File: config.mk
export PLATFORM = sky130hd
export DESIGN_NAME = bcd_serial_conv
export DESIGN_NICKNAME = d
export VERILOG_FILES = /design/src/rtl/bcd_pkg.sv /design/src/rtl/bcd_digit_adj.sv /design/src/rtl/bcd_serial_conv.sv
export SDC_FILE = /design/constraint.sdc
export NUM_CORES = 1
export LEC_CHECK = 0
export ABC_AREA = 0
export CAP_MARGIN = 5
export CELL_PAD_IN_SITES_DETAIL_PLACEMENT = 1
export CELL_PAD_IN_SITES_GLOBAL_PLACEMENT = 1
export CORE_ASPECT_RATIO = 0.75
export CORE_MARGIN = 2
export CORE_UTILIZATION = 25
export DETAILED_ROUTE_END_ITERATION = 16
export HOLD_SLACK_MARGIN = 0.03
export PLACE_DENSITY = 0.62
export SLEW_MARGIN = 20
export SYNTH_ARGS = -nofsm -noshare
export SYNTH_HDL_FRONTEND = slang
export SYNTH_SLANG_ARGS = --single-unit
File: constraint.sdc
create_clock -name clk -period 4.9 [get_ports clk]
set_input_delay 0.98 -clock clk [delete_from_list [all_inputs] [get_ports clk]]
set_output_delay 0.98 -clock clk [all_outputs]
set_load 0.02 [all_outputs]
File: src/rtl/bcd_pkg.sv
// Shared types and constants for the serial binary-to-BCD converter.
package bcd_pkg;

    localparam int DIGIT_W = 4;

    localparam logic [DIGIT_W-1:0] BLANK_CODE = 4'hF;
    localparam logic [DIGIT_W-1:0] NINE       = 4'h9;

    typedef enum logic [1:0] {
        IDLE,
        SHIFT,
        FINISH
    } state_e;

endpackage

File: src/rtl/bcd_digit_adj.sv
// Combinational add-3 correction for one BCD digit ahead of the left shift.
module bcd_digit_adj
    import bcd_pkg::*;
(
    input  logic [DIGIT_W-1:0] din,
    output logic [DIGIT_W-1:0] dout
);

    assign dout = (din >= DIGIT_W'(5)) ? din + DIGIT_W'(3) : din;

endmodule

File: src/rtl/bcd_serial_conv.sv
// Serial shift-and-add-3 binary-to-BCD converter, one input bit per clock.
// Define BCD_BLANK_EN to output leading zero digits as the blank code.
module bcd_serial_conv
    import bcd_pkg::*;
#(
    parameter int BINARY_WIDTH = 32,
    parameter int DIGITS       = 8
) (
    input  logic                      clk,
    input  logic                      reset,
    input  logic                      start,
    input  logic [BINARY_WIDTH-1:0]   binary,
    output logic [DIGIT_W*DIGITS-1:0] bcd,
    output logic                      busy,
    output logic                      done,
    output logic                      overflow
);

    localparam int BCD_W = DIGIT_W * DIGITS;
    localparam int CNT_W = $clog2(BINARY_WIDTH + 1);

    localparam logic [CNT_W-1:0] CNT_LOAD  = CNT_W'(BINARY_WIDTH);
    localparam logic [BCD_W-1:0] SAT_VALUE = {DIGITS{NINE}};
`ifdef BCD_BLANK_EN
    localparam logic [BCD_W-1:0] BCD_RST   = {{(DIGITS-1){BLANK_CODE}}, DIGIT_W'(0)};
`else
    localparam logic [BCD_W-1:0] BCD_RST   = '0;
`endif

    state_e                  state_q, state_d;
    logic [CNT_W-1:0]        cnt_q, cnt_d;
    logic [BINARY_WIDTH-1:0] shreg_q, shreg_d;
    logic [BCD_W-1:0]        scratch_q, scratch_d;
    logic                    sticky_q, sticky_d;
    logic [BCD_W-1:0]        bcd_q, bcd_d;
    logic                    busy_q, busy_d;
    logic                    done_q, done_d;
    logic                    overflow_q, overflow_d;

    logic [BCD_W-1:0]        scratch_adj;
    logic [BCD_W-1:0]        scratch_next;
    logic [BINARY_WIDTH-1:0] shreg_next;
    logic                    ovf_bit;
    logic [BCD_W-1:0]        result;

    for (genvar g = 0; g < DIGITS; g++) begin : g_adj
        bcd_digit_adj u_adj (
            .din  (scratch_q[g*DIGIT_W +: DIGIT_W]),
            .dout (scratch_adj[g*DIGIT_W +: DIGIT_W])
        );
    end

    // A 1 leaving the top digit means the value needs more than DIGITS digits.
    assign ovf_bit      = scratch_adj[BCD_W-1];
    assign scratch_next = {scratch_adj[BCD_W-2:0], shreg_q[BINARY_WIDTH-1]};
    assign shreg_next   = shreg_q << 1;

`ifdef BCD_BLANK_EN
    function automatic logic [BCD_W-1:0] blank_leading(input logic [BCD_W-1:0] raw);
        logic lead;
        blank_leading = raw;
        lead          = 1'b1;
        for (int i = DIGITS - 1; i >= 1; i--) begin
            if (lead && raw[i*DIGIT_W +: DIGIT_W] == DIGIT_W'(0))
                blank_leading[i*DIGIT_W +: DIGIT_W] = BLANK_CODE;
            else
                lead = 1'b0;
        end
    endfunction

    assign result = blank_leading(scratch_q);
`else
    assign result = scratch_q;
`endif

    always_comb begin
        // NOTE: every signal gets its hold value first, so no path through this block can infer a latch.
        state_d    = state_q;
        cnt_d      = cnt_q;
        shreg_d    = shreg_q;
        scratch_d  = scratch_q;
        sticky_d   = sticky_q;
        bcd_d      = bcd_q;
        busy_d     = busy_q;
        done_d     = 1'b0;
        overflow_d = overflow_q;

        unique case (state_q)
            IDLE: begin
                if (start) begin
                    shreg_d   = binary;
                    scratch_d = '0;
                    sticky_d  = 1'b0;
                    cnt_d     = CNT_LOAD;
                    busy_d    = 1'b1;
                    state_d   = SHIFT;
                end
            end
            SHIFT: begin
                scratch_d = scratch_next;
                shreg_d   = shreg_next;
                sticky_d  = sticky_q | ovf_bit;
                cnt_d     = cnt_q - CNT_W'(1);
                if (cnt_q == CNT_W'(1))
                    state_d = FINISH;
            end
            FINISH: begin
                bcd_d      = sticky_q ? SAT_VALUE : result;
                overflow_d = sticky_q;
                done_d     = 1'b1;
                busy_d     = 1'b0;
                state_d    = IDLE;
            end
            default: state_d = IDLE;
        endcase
    end

    // NOTE: sequential state uses non-blocking assignments so every flop samples pre-edge values.
    always_ff @(posedge clk) begin
        if (reset) begin
            state_q    <= IDLE;
            cnt_q      <= '0;
            sticky_q   <= 1'b0;
            bcd_q      <= BCD_RST;
            busy_q     <= 1'b0;
            done_q     <= 1'b0;
            overflow_q <= 1'b0;
        end else begin
            state_q    <= state_d;
            cnt_q      <= cnt_d;
            sticky_q   <= sticky_d;
            bcd_q      <= bcd_d;
            busy_q     <= busy_d;
            done_q     <= done_d;
            overflow_q <= overflow_d;
        end
    end

    // NOTE: the datapath registers are left without reset; each accepted start reloads them before use.
    always_ff @(posedge clk) begin
        shreg_q   <= shreg_d;
        scratch_q <= scratch_d;
    end

    assign bcd      = bcd_q;
    assign busy     = busy_q;
    assign done     = done_q;
    assign overflow = overflow_q;

endmodule
==> summary.txt <==
Reg clk slew, reported paths = 0.07 ns
row count = 43
count of cell types in the netlist = 39
Cells after Synth = 467
CTS root buf = clkbuf_16
CTS tree = built
clock sinks = 108
leakage = 2.27 nW
Yosys top cell by area = edfxtp_1
Routed wire per std cell = 13.6 um
asr flop ratio synth = 0
most frequent cells in the layout = 127 x nand2_1, 69 x clkdlybuf4s50_1, 64 x edfxtp_1
DIE HEIGHT = 123 um
first-pass GRT wire length = 17,400 um
Achievable Freq = 329 MHz
setup TNS = 0 ns
die area = 0.0201 mm^2
Hold WS = 0.463 ns
top cells by area in the synthesized netlist = edfxtp_1 41%, dfxtp_1 19%, nand2_1 10%
ys flop type = edfxtp_1
fin crit period = 3.04 ns
unrepaired setup endpoints after global routing = no
Relative slew margins = 0.413
antenna-violating nets left = 0
status = finished clean
setup repair bufs after CTS = 0
Post-Syn Area = 0.00473 mm^2
DR iter-0 viols = 143
First-pass DRT Iterations = 4
Post-DP HPWL = 7220 um
number of port buffers = 69
GP Congestion = 0.712
EDFF count, synth = 64
layout cells sized above 1 = 0.0581
max cap viols = 0
Worst setup SP type = input pin
CTS HTree Levels = 3
final number of max-transition violations = 0
RR Startpoint = state_q[0]
power per cell area = 366 mW/mm^2
GRT Total Usage = 0.110
Pwr Total = 0.00218 W
final setup fails = 0
syn nets = 520
Crit path required time = 5.19 ns
Synth Register Bits = 108
fin worst setup slack = 1.86 ns
initial antenna violation count = 0
Hold Crit Class = flip-flop to flip-flop
Crit Path Class = input pin to flip-flop
post-CTS resize count = 0
number of remaining DRC errors = 0
Hold-fix buffers, CTS = 0
slowest CP cell = nor2_2
CP endpoint kind = flip-flop
total CTS buffers = 9
Die Wd = 163 um
Setup crit start = reset
Total Wirelength = 10,600 um
total number of vias = 3,370
fin nets = 582
average cell area after synthesis = 10.1 um^2
Antenna diodes = 0
post-synth top area share = 0.406
Worst-Skew Late Latency = 0.35 ns
commonest non-fill, non-tap cell in the layout = nand2_1
Slew @ Worst Pin = 0.879 ns
register area share after synthesis = 0.592
CP Cell Sequence = clkdlybuf4s50_1 -> nand3b_1 -> nor2_2 -> a22o_1
total gr overflow = 0
Fin. Hold Viols = 0
post-DR vias/cell = 4.31
critical path fanouts, max = 18
Final Cycle Share = 0.621
initial core utilization = 0.256
Final Skew = 0.00828 ns
Placeable Area = 0.0185 mm^2
YS warnings = 0
Peak VDD IR = 0.156 mV
largest net degree at the start of global routing = 68
dpl ws = 1.43 ns
arrival time worst endpoint = 3.33 ns
Max stage delay on crit path = 0.77 ns
io pins = 70
Area growth, synth to finish = 25.8%
Max clock buf depth = 2
Hold Startpoint = bcd[12]
vias in the first global route = 3,447
stage by stage:
stage,utilization,instances,instance area (um^2)
final,0.322,781,5950
after detailed placement,0.306,765,5670
after global placement,0.306,765,5670
after CTS,0.322,781,5950
after floorplan,-,467,4730
after global routing,0.322,781,5950
cell usage after synthesis (2+ instances only):
cell	number
nor3_1	9
nor2b_1	8
a21oi_2	2
and2_1	2
edfxtp_1	64
buf_2	7
xor2_1	7
a22o_1	17
a21oi_1	19
clkbuf_1	11
a211oi_1	9
ha_1	18
nand2b_1	9
o21ai_0	24
inv_1	20
nor2_1	40
xnor2_1	9
nand2_1	128
dfxtp_1	44
flip-flops by register name, indices dropped and copies added (netlist names):
signal	cells
state_q	2
shreg_q	32
overflow	1
sticky_q	1
bcd	32
result	32
done	1
busy	1
cnt_q	6
final cells by class:
class                      instances  area (um^2)
fill                            2095        12600
tap                              247          309
clock buffer                       9          225
sequential                       108         2800
clock inverter                     7         62.6
inverter                          20         75.1
timing repair buffer              72          713
multi-input combinational        318         1770
routing by layer:
metal | routed length [um] | up-vias | part of all wire | global-route usage
met1 | 5290 | 1612 | 0.50 | 0.147
met5 | 0 | - | 0 | 0
li1 | - | 1702 | - | -
met2 | 4840 | 45 | 0.46 | 0.178
met4 | 127 | 0 | 0.012 | 0.0315
met3 | 358 | 11 | 0.034 | 0.0288
kinds of logic (layout without fill, tap and decap cells):
logic type / count (synthesis) / count (layout) / synth area share
fa+ha+maj: 18 / 18 / 0.0476
simple gates: 207 / 207 / 0.188
flops: 108 / 108 / 0.592
compound gates: 76 / 76 / 0.103
xor+xnor: 16 / 16 / 0.0296
mux: 1 / 1 / 0.00238
buf+inv: 41 / 108 / 0.0370
final timing paths:
path                   to  slack, ns  depth (start not counted)
setup reg to reg  bcd[13]       2.82                          4
hold reg to reg   bcd[12]       0.46                          2
setup / recovery  bcd[13]       1.86                          4
hold / removal    bcd[12]       0.46                          2
power breakdown:
group | leakage, nW | internal (W) | switching [W]
Clock | 0.145 | 0.000358 | 0.000351
Sequential | 1.01 | 0.00107 | 0.0000680
Combinational | 1.12 | 0.000136 | 0.000190
Total | 2.27 | 0.00157 | 0.000609
critical path, delay by kind of cell:
| family | cells | cell delay [ns] |
|---|---|---|
| AO/OA/AOI/OAI | 1 | 0.23 |
| buffers and inverters | 1 | 0.63 |
| AND/OR/NAND/NOR | 2 | 1.49 |
Note: power is estimated with default switching activity, not from simulation.
